$ cat src/rtl/mul_arbiter.sv
// mul_arbiter: round-robin share of one registered multiplier between two requesters.
// Latches the winner's operands, waits LAT clocks, then returns mul_out with a done pulse.
module mul_arbiter #(
    parameter int N   = 16,
    parameter int LAT = 1
) (
    input  logic         clk,
    input  logic         rst,
    input  logic         req0,
    input  logic [N-1:0] a0,
    input  logic [N-1:0] b0,
    output logic         ack0,
    output logic         done0,
    output logic [N-1:0] res0,
    input  logic         req1,
    input  logic [N-1:0] a1,
    input  logic [N-1:0] b1,
    output logic         ack1,
    output logic         done1,
    output logic [N-1:0] res1,
    output logic [N-1:0] mul_a,
    output logic [N-1:0] mul_b,
    input  logic [N-1:0] mul_out,
    output logic         busy
);
    typedef enum logic {IDLE, WAIT} state_t;

    state_t       state, state_nx;
    logic [2:0]   cnt, cnt_nx;
    logic         last, last_nx;
    logic         win;
    logic         ack0_nx, ack1_nx, done0_nx, done1_nx, busy_nx;
    logic [N-1:0] res0_nx, res1_nx, mul_a_nx, mul_b_nx;

    // last is both the round-robin pointer and the owner of the op in flight
    assign win = req1 & (~req0 | ~last);

    always_comb begin
        state_nx = state;
        cnt_nx   = cnt;
        last_nx  = last;
        mul_a_nx = mul_a;
        mul_b_nx = mul_b;
        res0_nx  = res0;
        res1_nx  = res1;
        busy_nx  = busy;
        ack0_nx  = 1'b0;
        ack1_nx  = 1'b0;
        done0_nx = 1'b0;
        done1_nx = 1'b0;
        if (state == IDLE) begin
            if (req0 | req1) begin
                state_nx = WAIT;
                cnt_nx   = 3'(LAT);
                last_nx  = win;
                mul_a_nx = win ? a1 : a0;
                mul_b_nx = win ? b1 : b0;
                ack0_nx  = ~win;
                ack1_nx  = win;
                busy_nx  = 1'b1;
            end
        end else if (cnt == 3'd0) begin
            state_nx = IDLE;
            busy_nx  = 1'b0;
            done0_nx = ~last;
            done1_nx = last;
            res0_nx  = last ? res0 : mul_out;
            res1_nx  = last ? mul_out : res1;
        end else begin
            cnt_nx = cnt - 3'd1;
        end
    end

    always_ff @(posedge clk or negedge rst) begin
        if (!rst) begin
            state <= IDLE;
            cnt   <= 3'd0;
            last  <= 1'b1;
            mul_a <= '0;
            mul_b <= '0;
            res0  <= '0;
            res1  <= '0;
            busy  <= 1'b0;
            ack0  <= 1'b0;
            ack1  <= 1'b0;
            done0 <= 1'b0;
            done1 <= 1'b0;
        end else begin
            state <= state_nx;
            cnt   <= cnt_nx;
            last  <= last_nx;
            mul_a <= mul_a_nx;
            mul_b <= mul_b_nx;
            res0  <= res0_nx;
            res1  <= res1_nx;
            busy  <= busy_nx;
            ack0  <= ack0_nx;
            ack1  <= ack1_nx;
            done0 <= done0_nx;
            done1 <= done1_nx;
        end
    end
endmodule

$ cat config.mk
export PLATFORM = sky130hd
export DESIGN_NAME = mul_arbiter
export DESIGN_NICKNAME = d
export VERILOG_FILES = /design/src/rtl/mul_arbiter.sv
export SDC_FILE = /design/constraint.sdc
export NUM_CORES = 1
export LEC_CHECK = 0
export BUFFER_PORTS_ARGS = -buffer_cell sky130_fd_sc_hd__buf_2
export CORE_ASPECT_RATIO = 0.9
export CORE_UTILIZATION = 46
export DETAILED_ROUTE_END_ITERATION = 10
export PLACE_DENSITY = 0.8
export SYNTH_ARGS = -nofsm -noshare
export SYNTH_HDL_FRONTEND = slang
export SYNTH_SLANG_ARGS = --single-unit
$ cat constraint.sdc
create_clock -name clk -period 2.2 [get_ports clk]
set_input_delay 0.22 -clock clk [delete_from_list [all_inputs] [get_ports clk]]
set_output_delay 0.22 -clock clk [all_outputs]
set_load 0.02 [all_outputs]
# Word level (Yosys, flattened, before mapping)

Index checks and enable logic that the tools add are counted.
Widths: inputs -> output; s select.

Equality and inequality tests: 2
Multipliers: 0
Magnitude comparators: 0
Shifts and indexed selects: 0
Div/mod/pow operators: 0
Bitwise logic cells: 7
Mux-type cells: 19
Reduce and logical (&&, ||, !) cells: 7
Add/sub/neg operators: 1

Operator list:

| kind                | number |
|---|---|
| $mux 16             | 2 |
| $mux 1              | 14 |
| $mux 3              | 3 |
| $reduce_and 2->1    | 3 |
| $reduce_and 3->1    | 2 |
| $not 1->1           | 4 |
| $logic_not 3->1     | 1 |
| $sub 3x1->3 const B | 1 |
| $ne 2x1->1 const B  | 1 |
| $ne 2x2->1 const B  | 1 |
| $or 1x1->1          | 2 |
| $reduce_bool 2->1   | 1 |
| $and 1x1->1         | 1 |

Memories: 0
Memory bits (read-only): 0
Word-level logic and storage cells: 48
Bits of input ports: 84
Flip-flop bits (word level): 74
Bits in latches: 0
Bits in writable memories: 0

# Longest topological paths before layout

Depth after elaboration: 6
Depth in mapped cells: 7

# Least setup slack after synthesis

No wires, ideal clock.

Path type: register to register
From: register cnt[0]
To: register res0[10]
Stages on the path, launching flop included: 7
Clock period less this slack: 1672 ps
Setup time: 125 ps
Slack: 528 ps
Required time: 2075 ps
Arrival: 1547 ps
Cell sequence: dfrtp_1 > inv_1 > ha_1 > nand3b_4 > nor2_2 > buf_4 > mux2_2

Word-level cells in the longest chain between the ends: 2

Ends and longest elaborated chain:

| what                       | line | source |
|---|---|---|
| start, declared            | 29   | `logic [2:0] cnt, cnt_nx;` |
| start signal, assigned     | 90   | `cnt <= cnt_nx;` |
| $logic_not 3->1            | 62   | `end else if (cnt == 3'd0) begin` |
| $reduce_and 3->1 (no line) | n/a  |  |
| end signal, assigned       | 94   | `res0 <= res0_nx;` |
| end, declared              | 14   | `output logic [N-1:0] res0,` |

No other way between the ends.
A chain may end at the register's enable or synchronous reset.

# Worst setup path after layout

From: register cnt[0]
To: register res1[1]

Word-level cells in the longest chain between the ends: 2

Ends and longest elaborated chain:

| what                       | line | source |
|---|---|---|
| $logic_not 3->1            | 62   |  |
| $reduce_and 3->1 (no line) | n/a  |  |
| end signal, assigned       | 95   | `res1 <= res1_nx;` |
| end, declared              | 20   | `output logic [N-1:0] res1,` |

No other way between the ends.

==> impl_metrics.env <==
export IMPL_p_leak_nw=2.14
export IMPL_synthToLayoutAreaGrowth_pct=34.5
export IMPL_cts_tree="built"
export IMPL_grt_usage_pct=19.6
export IMPL_place_hpwl_um=5010
export IMPL_worstHoldPathType="input port to register"
export IMPL_crit_path_start_kind="register"
export IMPL_cp_required_ns=2.41
export IMPL_final_nets=475
export IMPL_yosys_area_top_type="dfrtp_1"
export IMPL_multi_input_area_mm2=0.00114
export IMPL_io_pins=153
export IMPL_crit_path_max_incr_delay_ns=0.71
export IMPL_firstDrtPassIters=4
export IMPL_grt_pass1_vias=2323
export IMPL_synth_seq_area_share_pct=59.7
export IMPL_cts_sinks=74
export IMPL_dieArea_mm2=0.00708
export IMPL_path_clk_slew_ns=0.07
export IMPL_detail_route_vias_per_cell=5.03
export IMPL_tightest_slew_ns=1.22
export IMPL_finalWirelength_um=6920
export IMPL_holdWs_ns=0.114
export IMPL_synth_most_common_cell="dfrtp_1"
export IMPL_synth_fa_ha_area_share_pct=0.806
export IMPL_ir_worst_vdd_uv=697
export IMPL_synth_top_area_share_pct=58.8
export IMPL_drc=0
export IMPL_met2_usage_pct=31.0
export IMPL_coreArea_mm2=0.00655
export IMPL_die_h_um=79.9
export IMPL_clock_skew_ns=0.00688
export IMPL_die_w_um=88.6
export IMPL_numPortBuffers=152
export IMPL_htreeDepth=3
export IMPL_cp_max_fo=17
export IMPL_synthTopCellsByArea="dfrtp_1 (59%), mux2_2 (8.3%), a221o_1 (7.1%), mux2_4 (4.4%), and2_0 (3.4%)"
export IMPL_setup_viol=0
export IMPL_powerDensity_mw_per_mm2=1570
export IMPL_fillCellCount=538
export IMPL_rsz0062_at_grt="no"
export IMPL_vias=2434
export IMPL_grt_antenna_before_repair=0
export IMPL_fin_crit_sh_pct=92.7
export IMPL_worstHoldStart="a0[10]"
export IMPL_grt_busiest_layer="met2"
export IMPL_synth_nets=321
export IMPL_clk_latency_ns=0.33
export IMPL_grt_use_met3_pct=7.65
export IMPL_hold_viol=0
export IMPL_ys_ff_latch=74
export IMPL_synth_compound_area_share_pct=13.3
export IMPL_startpoint="cnt[0]"
export IMPL_status="finished clean"
export IMPL_worstPathCellList="inv_1 > ha_1 > nand3b_4 > or2_1 > mux2_2"
export IMPL_setup_worst_path_class="register to register"
export IMPL_cp_slowest_cell="or2_1"
export IMPL_synth_top_family_by_area="multiplexers"
export IMPL_setup_ws_ns=0.161
export IMPL_post_cts_resized=0
export IMPL_netlist_instances=235
export IMPL_async_flop_share_pct=100
export IMPL_grt_start_max_net_pins=40
export IMPL_start_util_pct=47.4
export IMPL_cts_path_max_buffers=2
export IMPL_synth_edf_count=0
export IMPL_rows=28
export IMPL_ant_nets=0
export IMPL_post_place_ws_ns=0.142
export IMPL_grt_met1_usage_pct=24.7
export IMPL_fin_crit_ns=2.04
export IMPL_relSlewSlack_pct=18.5
export IMPL_fmax_mhz=490
export IMPL_grt_overflow_total=0
export IMPL_yosys_warnings=0
export IMPL_drv_cap=0
export IMPL_drt_iter0_markers=89
export IMPL_synthTopCellsByCount="dfrtp_1 (73), mux2_2 (23), a221o_1 (22)"
export IMPL_r2r_start="cnt[0]"
export IMPL_wl_per_cell_um=14.3
export IMPL_synthMuxAreaShare_pct=13.7
export IMPL_gp_congestion=0.723
export IMPL_synth_area_mm2=0.00310
export IMPL_final_max_slew_violation_count=0
export IMPL_crit_arrival_ns=2.25
export IMPL_synthSimpleGateAreaFrac_pct=8.91
export IMPL_tns_ns=0
export IMPL_grt_pass1_wl_um=10500
export IMPL_cts_root_buf="clkbuf_8"
export IMPL_synth_xor_area_share_pct=0
export IMPL_diodes=0
export IMPL_regArea_mm2=0.00185
export IMPL_worst_setup_path_end_kind="register"
export IMPL_synth_cell_types=33
export IMPL_cts_made_buffers=9
export IMPL_avgSynthCellArea_um2=13.2
export IMPL_drive_above_1_share_pct=54.1
export IMPL_yosys_most_used_dff="dfrtp_1"
==> repair_timing <==
action | in CTS | in global routing
setup buffers | 0 | 0
endpoints found under the hold margin | 38 | 0
hold buffers | 1 | 0
setup endpoints to repair | 0 | 0
==> per-stage QoR <==
| step | instances | util (%) | power, W | instance area (um2) |
|---|---|---|---|---|
| after detailed placement | 467 | 60.0 | 0.00539 | 3930 |
| after floorplan | 235 | - | 0.00443 | 3100 |
| after global routing | 484 | 63.7 | 0.00697 | 4180 |
| after CTS | 484 | 63.7 | 0.00661 | 4180 |
| after global placement | 467 | 60.0 | 0.00528 | 3930 |
| final | 484 | 63.7 | 0.00654 | 4180 |
==> critical path, delay by kind of cell, from the launching register on <==
| family | cells | cell delay (ns) |
|---|---|---|
| and+or+nand+nor | 2 | 0.81 |
| muxes | 1 | 0.41 |
| DFF | 1 | 0.37 |
| adders and majority gates | 1 | 0.25 |
| buffers and inverters | 1 | 0.07 |
==> power by group <==
| group | internal (W) | switching (W) |
|---|---|---|
| Combinational | 0.00128 | 0.00167 |
| Clock | 0.000730 | 0.000463 |
| Sequential | 0.00204 | 0.000370 |
| Total | 0.00404 | 0.00250 |
==> metal layers <==
layer | vias to the layer above | routed length, um
li1 | 1142 | -
met3 | 7 | 610
met1 | 1157 | 3060
met2 | 128 | 3150
met4 | 0 | 99
met5 | - | 0
==> placed cells by master, fill, tap and decap left out, drive strengths merged <==
| master | netlist | final |
|---|---|---|
| a211oi | 2 | 2 |
| a21bo | 1 | 1 |
| a21boi | 1 | 1 |
| a21oi | 21 | 21 |
| a221o | 22 | 22 |
| a31oi | 1 | 1 |
| and2 | 22 | 22 |
| buf | 10 | 156 |
| bufinv | 0 | 2 |
| clkbuf | 4 | 12 |
| clkinv | 0 | 1 |
| clkinvlp | 0 | 1 |
| dfrtp | 73 | 73 |
| dfstp | 1 | 1 |
| dlygate4sd3 | 0 | 1 |
| ha | 2 | 2 |
| inv | 5 | 5 |
| mux2 | 32 | 32 |
| mux2i | 3 | 3 |
| nand2 | 14 | 14 |
| nand2b | 2 | 2 |
| nand3b | 1 | 1 |
| nor2 | 12 | 12 |
| o21a | 1 | 1 |
| o21ai | 2 | 2 |
| o21ba | 1 | 1 |
| o21bai | 1 | 1 |
| or2 | 1 | 1 |
==> logic make-up (layout without fill, tap and decap cells) <==
group / Yosys count / count (layout)
fa+ha+maj: 2 / 2
simple gates: 52 / 52
buf+inv: 19 / 178
flops: 74 / 74
mux: 35 / 35
compound gates: 53 / 53
==> registers in the layout (all words and copies together) (netlist names) <==
signal  flops
res1       16
done1       1
cnt         3
busy        1
res0       16
ack0        1
last        1
mul_b      16
mul_a      16
state       1
ack1        1
done0       1
==> final timing paths <==
path                             end  slack, ns  cells after the start
hold reg to reg              res0[7]       0.50                      1
setup reg to reg             res1[1]       0.16                      5
setup / recovery             res1[1]       0.16                      5
min in group asynchronous   res1[12]       0.41                      2
max in group asynchronous       last       1.18                      3
hold / removal             mul_a[10]       0.11                      3
==> cell type report <==
cell class	instances	area share, %
clock buffer	12	3.96
clock inverter	4	1.74
inverter	5	0.450
multi-input combinational	142	27.2
sequential	74	44.4
tap	90	2.70
timing repair buffer	157	19.5
(Power assumes the default switching activity.)
